**src/rtl/hack_ps2_tx.sv**
```systemverilog
// Device-side PS/2 set-2 transmitter: serialises one key event as [E0] [F0] code frames.
// Optional host-inhibit handling is compiled in with `define PS2_TX_INHIBIT_EN.
module hack_ps2_tx #(
    parameter int CLK_HALF = 4,
    parameter int GAP      = 8
) (
    input  logic       clk,
    input  logic       reset,
    input  logic [7:0] key_code,
    input  logic       key_ext,
    input  logic       key_rel,
    input  logic       key_valid,
    output logic       key_ready,
    output logic       done,
    output logic       ps2_clk,
    output logic       ps2_data,
    input  logic       ps2_clk_in
);

    localparam int PMAX = (CLK_HALF > GAP) ? CLK_HALF : GAP;
    localparam int PW   = $clog2(PMAX) + 1;

    typedef enum logic [2:0] {
        S_IDLE,
        S_BIT_HI,
        S_BIT_LO,
        S_GAP
`ifdef PS2_TX_INHIBIT_EN
        , S_WAIT,
        S_ABORT
`endif
    } state_t;

    state_t         state;
    logic [PW-1:0]  phase;
    logic [3:0]     bit_cnt;
    logic [1:0]     byte_idx;
    logic [7:0]     code_q;
    logic           ext_q;
    logic           rel_q;
    logic [7:0]     cur_byte;
    logic           last_byte;

    // Byte k of the sequence is derived from the latched flags rather than stored.
    function automatic logic [7:0] byte_at(input logic [1:0] idx, input logic e,
                                           input logic r, input logic [7:0] c);
        byte_at = c;
        if (e && idx == 2'd0)
            byte_at = 8'hE0;
        else if (r && idx == {1'b0, e})
            byte_at = 8'hF0;
    endfunction

    function automatic logic frame_bit(input logic [7:0] b, input logic [3:0] n);
        logic [2:0] j;
        j = 3'(n - 4'd1);
        case (n)
            4'd0:    frame_bit = 1'b0;
            4'd9:    frame_bit = ~^b;
            4'd10:   frame_bit = 1'b1;
            default: frame_bit = b[j];
        endcase
    endfunction

    assign cur_byte  = byte_at(byte_idx, ext_q, rel_q, code_q);
    assign last_byte = (byte_idx == ({1'b0, ext_q} + {1'b0, rel_q}));

`ifdef PS2_TX_INHIBIT_EN
    logic clk_meta;
    logic clk_sync;

    always_ff @(posedge clk or posedge reset) begin
        if (reset) begin
            clk_meta <= 1'b1;
            clk_sync <= 1'b1;
        end else begin
            clk_meta <= ps2_clk_in;
            clk_sync <= clk_meta;
        end
    end
`else
    logic unused_clk_in;
    assign unused_clk_in = ps2_clk_in;
`endif

    always_ff @(posedge clk or posedge reset) begin
        if (reset) begin
            state     <= S_IDLE;
            phase     <= '0;
            bit_cnt   <= '0;
            byte_idx  <= '0;
            code_q    <= '0;
            ext_q     <= 1'b0;
            rel_q     <= 1'b0;
            key_ready <= 1'b1;
            done      <= 1'b0;
            ps2_clk   <= 1'b1;
            ps2_data  <= 1'b1;
        end else begin
            done <= 1'b0;
            case (state)
                S_IDLE: begin
                    if (key_valid) begin
                        code_q    <= key_code;
                        ext_q     <= key_ext;
                        rel_q     <= key_rel;
                        key_ready <= 1'b0;
                        byte_idx  <= '0;
                        bit_cnt   <= '0;
                        phase     <= '0;
`ifdef PS2_TX_INHIBIT_EN
                        if (!clk_sync)
                            state <= S_WAIT;
                        else
`endif
                        begin
                            state    <= S_BIT_HI;
                            ps2_data <= 1'b0;
                        end
                    end
                end
                S_BIT_HI: begin
`ifdef PS2_TX_INHIBIT_EN
                    if (!clk_sync && bit_cnt != 4'd10) begin
                        state    <= S_ABORT;
                        phase    <= '0;
                        ps2_clk  <= 1'b1;
                        ps2_data <= 1'b1;
                    end else
`endif
                    if (phase == PW'(CLK_HALF - 1)) begin
                        state   <= S_BIT_LO;
                        phase   <= '0;
                        ps2_clk <= 1'b0;
                    end else begin
                        phase <= phase + 1'b1;
                    end
                end
                S_BIT_LO: begin
                    if (phase == PW'(CLK_HALF - 1)) begin
                        phase   <= '0;
                        ps2_clk <= 1'b1;
                        if (bit_cnt < 4'd10) begin
                            state    <= S_BIT_HI;
                            bit_cnt  <= bit_cnt + 4'd1;
                            ps2_data <= frame_bit(cur_byte, bit_cnt + 4'd1);
                        end else begin
                            state    <= S_GAP;
                            ps2_data <= 1'b1;
                        end
                    end else begin
                        phase <= phase + 1'b1;
                    end
                end
                S_GAP: begin
                    if (phase == PW'(GAP - 1)) begin
                        phase <= '0;
                        if (!last_byte) begin
                            byte_idx <= byte_idx + 2'd1;
                            bit_cnt  <= '0;
`ifdef PS2_TX_INHIBIT_EN
                            if (!clk_sync)
                                state <= S_WAIT;
                            else
`endif
                            begin
                                state    <= S_BIT_HI;
                                ps2_data <= 1'b0;
                            end
                        end else begin
                            state     <= S_IDLE;
                            done      <= 1'b1;
                            key_ready <= 1'b1;
                        end
                    end else begin
                        phase <= phase + 1'b1;
                    end
                end
`ifdef PS2_TX_INHIBIT_EN
                S_WAIT: begin
                    if (clk_sync) begin
                        state    <= S_BIT_HI;
                        phase    <= '0;
                        ps2_data <= 1'b0;
                    end
                end
                // Retry restarts the interrupted byte only; earlier bytes stay sent.
                S_ABORT: begin
                    if (!clk_sync) begin
                        phase <= '0;
                    end else if (phase == PW'(GAP - 1)) begin
                        state    <= S_BIT_HI;
                        phase    <= '0;
                        bit_cnt  <= '0;
                        ps2_data <= 1'b0;
                    end else begin
                        phase <= phase + 1'b1;
                    end
                end
`endif
                default: state <= S_IDLE;
            endcase
        end
    end

endmodule

```
**config.mk**
```make
export PLATFORM = sky130hd
export DESIGN_NAME = hack_ps2_tx
export DESIGN_NICKNAME = d
export VERILOG_FILES = /design/src/rtl/hack_ps2_tx.sv
export SDC_FILE = /design/constraint.sdc
export NUM_CORES = 1
export LEC_CHECK = 0
export BUFFER_PORTS_ARGS = -buffer_cell sky130_fd_sc_hd__buf_2
export CORE_MARGIN = 5
export CORE_UTILIZATION = 55
export CTS_BUF_LIST = sky130_fd_sc_hd__clkbuf_8
export CTS_CLUSTER_SIZE = 14
export DETAILED_ROUTE_END_ITERATION = 10
export PLACE_DENSITY = 0.75
export SYNTH_ARGS = -nofsm -noshare
export SYNTH_HDL_FRONTEND = slang
export SYNTH_SLANG_ARGS = --single-unit
```
**constraint.sdc**
```tcl
create_clock -name clk -period 5.3 [get_ports clk]
set_input_delay 0.265 -clock clk [delete_from_list [all_inputs] [get_ports clk]]
set_output_delay 0.265 -clock clk [all_outputs]
set_load 0.005 [all_outputs]
```
# == Word level (Yosys, flattened, before mapping) ==
# Index checks and enable logic that the tools add are counted.
# Widths: inputs -> output; s select.
# classes
n_addsub,5
order_cmp,2
n_eq_ne,16
mux,40
reduce_logical,19
# op_table
op,count
$mux 4,7
$pmux 4 s3,2
$mux 8,2
$mux 1,14
$ne 2x2->1 const B,7
$mux 3,4
$pmux 3 s4,1
$reduce_and 4->1,3
$add 4x1->4 const B,2
$eq 4x4->1 const B,2
$mux 2,4
$reduce_xnor 8->1,1
$eq 3x2->1 const B,2
$pmux 1 s3,2
$reduce_and 6->1,1
$reduce_bool 3->1,2
$reduce_and 5->1,1
$eq 4x2->1 const B,1
$eq 4x3->1 const B,1
$logic_not 4->1,1
$lt 3x4->1 const B,1
$lt 4x4->1 const B,1
$pmux 1 s2,2
$pmux 2 s2,1
other kinds (14),17
# word_totals
register_bits,27
input_bits,14
out_inout_bits,4
word_cells,93

# == Logic depth before layout (Yosys ltp) ==
# Gate-level depths: netlist (run 1).
# logic_depth
word_depth,10
ltp_mapped,8
depth_no_buf,7

# == Worst setup path after synthesis (run 1) ==
# OpenSTA, ideal clock, no wires.
# synth_timing
path_kind,register to register
from,register bit_cnt[0]
to,register ps2_data
setup_time_ns,0.094
t_arrival_ns,2.184
required_time_ns,5.206
setup_slack_ns,3.022
stages_incl_launch_ff,7
path_buffers,1
period_less_slack_ns,2.278
path_cell_list,dfrtp_1 > clkbuf_1 > inv_1 > ha_1 > or4_1 > a311o_1 > a311oi_1
# synth_via
elab_chain_len,8
word_cells_on_any_way,12
classes_between,add/sub: 2; order compare: 1; eq/ne: 2; mux: 6; reduce/logical: 1
# synth_rtl
item,line_no,text
from (decl),36,logic [3:0] bit_cnt;
from (signal assigned),145,bit_cnt <= bit_cnt + 4'd1;
$add 4x1->4,146,"ps2_data <= frame_bit(cur_byte, bit_cnt + 4'd1);"
$sub 3x1->3,56,j = 3'(n - 4'd1);
$bmux 1 s3,61,default: frame_bit = b[j];
$mux 1 (implied by the code),61,
$pmux 1 s3,57,case (n)
$mux 1 *,143,if (bit_cnt < 4'd10) begin
$mux 1 *,140,if (phase == PW'(CLK_HALF - 1)) begin
$pmux 1 s3 *,101,case (state)
to (signal assigned),146,
to (decl),16,"output logic ps2_data,"
# Every way passes the cells marked *; elsewhere a longest branch is shown, timed or not. The select of a mux whose other input is x is not followed.
# A chain may end at the register's enable or synchronous reset.

# == Worst setup path after layout (run 1) ==
# Ends and elaborated chain as after synthesis.

==> metrics.txt, run 1 <==
status=finished, final reports clean; crit start category=flop; Synth Warn #=0; initial antenna violation count=0; final setup fails=0; post-synthesis sequential area ratio=0.369; share of layout cells above drive strength 1=0.196; Syn Inst Count=186; Cell Chain, Critical Path=inv_1 -> ha_1 -> or4_1 -> a311o_1 -> a311oi_1; dpl hpwl=2550 um; vias in the first global route=1309; number of port buffers=16; FMAX=416 MHz; PD cells=514 mW/mm^2; leakage power=0.865 nW; Layout Skew=0.00562 ns; RSZ-0062 raised after global routing=false; DIE HEIGHT=66.8 um; total CTS buffers=3; max_slew headroom=0.341; Final Hold Viols=0; Multi-input gate area=0.00104 mm^2; CTS tree=built; FP Rows=20; core area=0.00308 mm^2; min-delay worst type=in -> async; number of remaining DRC errors=0; DIE WIDTH=66.8 um; CTS root buffer=clkbuf_8; Post-synth EDFFs=0; Routed WL=3420 um; clock buffer depth=2; first-pass GRT wire length=6060 um; Power, Total=0.986 mW; WL met2=1610 um; Die Area=0.00446 mm^2; Via Count=1367; ys flop type=dfrtp_1; Net Count, Synth=212; Routed Antenna Nets=0; top layer in use=met4; maximum number of pins on one net before global-route repair=27; cts hold-fix bufs=0; Layout area overhead=8.26%; Distinct cells, synth=56; Period minus WS final=2.41 ns; Starting DRT DRC Count=100; DR WL met3=121 um; GRT Total Usage=0.174; IO Pins=18; Slew Viols, Final=0; initial core utilization=0.576; register area=654 um^2; clock-pin slew on the worst setup and hold paths=0.09 ns; Routed WL per cell=14.1 um; Post-CTS Setup Inserts=0; vias per cell=5.63; asr flop ratio synth=1.00; post-synthesis average cell area=9.53 um^2; Worst-Skew Late Latency=0.27 ns; CP peak stage delay=0.63 ns; n_diodes=0; IR drop worst, VDD=0.294 mV; max_cap viols=0; TNS Setup=0 ns; Overflow after GRT=0; flop and latch count out of synthesis=26; Slew @ Worst Pin=0.987 ns; Critical Path AT=2.59 ns; gpl congestion=0.842; slowest CP cell=dfrtp_1; fillers=275; ratio of final minimum period to clock period=0.454; M1 wire length=1660 um; Synth Cell Area=0.00177 mm^2; CP required=5.48 ns; worst setup path class=reg -> reg; nets=226; DRT Pass-1 Iters=4; CP Max Fanout=14; Post-CTS Resized=0; element type at the critical path end=flop; clock sinks=26; H-tree depth=1
==> layer usage <==
metal	up-vias	GRT usage
li1	699	-
met1	645	0.239
met2	19	0.286
met3	4	0.0270
met4	0	0.0381
met5	-	0
==> registers in the layout, summed over array words and instances, names as in the netlist <==
name	count
bit_cnt	4
byte_idx	2
code_q	8
done	1
ext_q	1
key_ready	1
phase	4
ps2_clk	1
ps2_data	1
rel_q	1
state	2
==> final cells by class <==
class                      count  share of cell area
clock inverter                 1             0.00196
timing repair buffer          16              0.0417
tap                           44              0.0287
clock buffer                   3              0.0215
inverter                      12              0.0235
sequential                    26               0.341
multi-input combinational    141               0.542
==> logic make-up (layout without fill, tap and decap cells) <==
logic type      Yosys count  in the layout  share of synthesized area
compound gates           51             51                      0.193
mux                      13             13                     0.0875
fa+ha+maj                12             12                     0.0847
buf+inv                  19             32                     0.0445
xor+xnor                 10             10                     0.0572
flops                    26             26                      0.369
simple gates             55             55                      0.164
==> stage by stage <==
stage | util | hold WS (ns) | std cells | instance area, um^2 | setup slack (ns)
global placement | 0.609 | 0.469 | 239 | 1870 | 2.96
global route | 0.624 | 0.211 | 243 | 1920 | 2.76
CTS | 0.624 | 0.212 | 243 | 1920 | 2.90
detailed placement | 0.609 | 0.473 | 239 | 1870 | 2.92
floorplan | - | 0.303 | 186 | 1770 | 3.02
finish | 0.624 | 0.212 | 243 | 1920 | 2.89
==> path summary, 6_finish.rpt <==
| kind | start | end | cells after the start | slack [ns] |
|---|---|---|---|---|
| hold / removal | reset | rel_q | 2 | 0.21 |
| setup / recovery | bit_cnt[0] | ps2_data | 5 | 2.89 |
| hold reg to reg | ps2_clk | ps2_clk | 2 | 0.49 |
| min in group clk | key_code[7] | code_q[7] | 2 | 0.22 |
| max in group asynchronous | reset | bit_cnt[1] | 2 | 4.49 |
| setup reg to reg | bit_cnt[0] | ps2_data | 5 | 2.89 |
==> cell usage after synthesis, types with 3 or more instances <==
| cell type | n | area (um^2) |
|---|---|---|
| a21oi_1 | 11 | 55.1 |
| a31oi_1 | 3 | 18.8 |
| clkbuf_1 | 6 | 22.5 |
| dfrtp_1 | 23 | 576 |
| dfstp_2 | 3 | 78.8 |
| ha_1 | 12 | 150 |
| inv_1 | 12 | 45.0 |
| mux2_2 | 10 | 113 |
| nand2_1 | 14 | 52.6 |
| nand3_1 | 3 | 15.0 |
| nor2_1 | 13 | 48.8 |
| nor3_1 | 5 | 25.0 |
| o21ai_0 | 11 | 55.1 |
| xnor2_1 | 5 | 43.8 |
| xor2_1 | 4 | 35.0 |
==> report_power, final <==
group | switching, mW | total (mW) | internal, mW
clock network | 0.0605 | 0.112 | 0.0519
registers | 0.0753 | 0.342 | 0.266
logic | 0.275 | 0.532 | 0.257
==> layout by cell type (no fill, tap or decap), types with 3 or more instances in the layout <==
master	instances
nor3_1	5
nor2_1	13
mux2_2	10
a21oi_1	11
dfstp_2	3
dfrtp_1	23
buf_2	16
o21ai_0	11
clkbuf_8	3
nand3_1	3
xnor2_1	5
nand2_1	14
inv_1	13
xor2_1	4
a31oi_1	3
ha_1	12
==> worst max-delay path: cells and delay by family, from the launching register on <==
kind	cells	cell delay (ns)
flip-flops	1	0.63
buffers and inverters	1	0.13
AND/OR/NAND/NOR	1	0.53
adder cells (fa/ha/maj)	1	0.41
AO/OA/AOI/OAI	2	0.62
Note: power is estimated with default switching activity, not from simulation.
==> inputs of run 2 (changes only) <==
clock period = 2.25 ns   (was 5.3 ns; I/O delays follow)
==> run 2 against run 1 <==
Power increased to 2.5 times the previous value. Clock skew fell by 0.0022 ns. Clock-buffer cell count increased by 1. Worst hold slack worse by 0.14 ns. Register-to-register slack lost 2.7 ns. Die area stayed put. Cell count increased by 4.5%. First-iteration DRC count is 12% lower. Final area is 5.2% higher. Combinational power grew to 2.6 times the previous value. Flip-flop and latch count unchanged. Critical path type unchanged. Critical endpoint unchanged. Largest cell class unchanged.
==> metrics.txt, run 2 (synthesized netlist as in run 1, its figures left out) <==
leakage power=0.925 nW (+6.9%); final worst slack=0.147 ns (-2.75 ns); initial core utilization=0.576 (unchanged); max_slew headroom=0.624 (+0.283); status=finished, final reports clean; TNS Setup=0 ns (unchanged); design area=0.00202 mm^2 (+5.2%); number of remaining DRC errors=0 (unchanged); Final Hold Viols=0 (unchanged); slowest CP cell=or4_1; R2R Setup Slk=0.15 ns (-2.75 ns); Die Area=0.00446 mm^2 (unchanged); share of layout cells above drive strength 1=0.243 (+0.0469); Slew Viols, Final=0 (unchanged); placed cell area=0.00195 mm^2 (+4.0%); Routed Antenna Nets=0 (unchanged); CTS tree=built; CP peak stage delay=0.50 ns (-0.13 ns); Slew @ Worst Pin=0.558 ns (-0.429 ns); clock buffer depth=2 (unchanged); GRT Total Usage=0.182 (+0.00831); min-delay worst type=in -> reg; vias per cell=5.77 (+2.5%); initial antenna violation count=0 (unchanged); FP Rows=20 (unchanged); Starting DRT DRC Count=88 (-12%); DIE HEIGHT=66.8 um (unchanged); IR drop worst, VDD=0.684 mV (+130%); Critical Path AT=2.28 ns (-0.31 ns); Overflow after GRT=0 (unchanged); element type at the critical path end=flop; DRT Pass-1 Iters=4 (unchanged); Layout Skew=0.00340 ns (-0.00221 ns); nets=237 (+4.9%); worst setup path class=reg -> reg; IO Pins=18 (unchanged); n_diodes=0 (unchanged); # placed instances=249 (+4.2%); ratio of final minimum period to clock period=0.935 (+0.481); clock sinks=26 (unchanged); commonest non-fill, non-tap cell in the layout=dfrtp_1; crit start category=flop; H-tree depth=1 (unchanged); Reg with most FFs=code_q; clock-pin slew on the worst setup and hold paths=0.09 ns (about the same); Finished Layout Cells=254 (+4.5%); DIE WIDTH=66.8 um (unchanged); number of port buffers=16 (unchanged); gpl congestion=0.805 (-4.3%); Worst-Skew Late Latency=0.27 ns (about the same); FMAX=475 MHz (+14%); Routed WL=3650 um (+6.6%); Layout area overhead=13.8%; dpl hpwl=2760 um (+8.0%); total CTS buffers=3 (unchanged); final setup fails=0 (unchanged); CTS root buffer=clkbuf_8; Regs by FF count=code_q (8), bit_cnt (4), phase (4); PD cells=1220 mW/mm^2 (+140%); RSZ-0062 raised after global routing=false; commonest non-fill, non-tap cells in the layout=dfrtp_1, buf_2, nand2_1; Cell Chain, Critical Path=inv_1 -> ha_1 -> or4_1 -> a311o_1 -> a311oi_1; Power, Total=2.47 mW (+150%); first-pass GRT wire length=6300 um (+4.0%); core area=0.00308 mm^2 (unchanged); CP Max Fanout=6 (-8); max_cap viols=0 (unchanged); worst slack at placement=0.170 ns (-2.75 ns); max reg flops=8 (unchanged); Routed WL per cell=14.4 um (+2.0%); Period minus WS final=2.10 ns (-0.303 ns); CP required=2.43 ns (-3.05 ns); vias in the first global route=1455 (+11%); maximum number of pins on one net before global-route repair=27 (unchanged); Via Count=1465 (+7.2%)
-- run 2: cell count changes in the layout (fill, tap and decap cells not counted) --
cell	change
o21ai_1	-1
dlygate4sd3_1	+1
inv_1	-1
o21ai_2	+1
buf_4	+10
clkbuf_8	+1
-- run 2: where the power goes --
part / internal (mW) / switching (mW)
clock: 0.156 / 0.145
combinational: 0.676 / 0.706
sequential: 0.628 / 0.161
total: 1.46 / 1.01
-- run 2: through the flow --
step / hold WS (ns) / utilization
2_1_floorplan: 0.150 / -
3_3_place_gp: 0.175 / 0.633
3_5_place_dp: 0.182 / 0.633
4_1_cts: 0.0666 / 0.654
5_1_grt: 0.0596 / 0.656
6_report: 0.0671 / 0.656
-- run 2: path summary, 6_finish.rpt --
kind                            startpoint         to  depth (start not counted)
worst max-delay path            bit_cnt[0]   ps2_data                          5
worst max register to register  bit_cnt[0]   ps2_data                          5
worst min register to register     ps2_clk    ps2_clk                          2
worst min-delay path               key_rel      rel_q                          2
min in group asynchronous            reset  code_q[6]                          4
max in group asynchronous            reset    ps2_clk                          4
-- run 2: area by class of cell --
type	count	area (um^2)
Clock buffer	4	55.1
Fill cell	267	1060
Inverter	12	45.0
Multi-Input combinational cell	141	1040
Sequential cell	26	654
Tap cell	44	55.1
Timing Repair Buffer	27	165
-- run 2: worst max-delay path: cells and delay by family, from the launching register on --
| family | cells | cell delay [ns] |
|---|---|---|
| compound gates | 2 | 0.66 |
| simple gates | 1 | 0.50 |
| flops | 1 | 0.46 |
| fa+ha+maj | 1 | 0.31 |
| buf+inv | 1 | 0.09 |
-- run 2: layer usage --
layer / up-vias / routed length (um) / global-route usage
li1: 718 / - / -
met1: 715 / 1700 / 0.236
met2: 30 / 1780 / 0.321
met3: 2 / 151 / 0.0253
met4: 0 / 18 / 0.0381
met5: - / 0 / 0
-- run 2: timing repair --
item | CTS | global route
setup endpoints to repair | 0 | 1
resized for setup | 0 | 1
hold buffers | 1 | 0
hold endpoints to repair | 23 | 0
setup buffers | 0 | 0
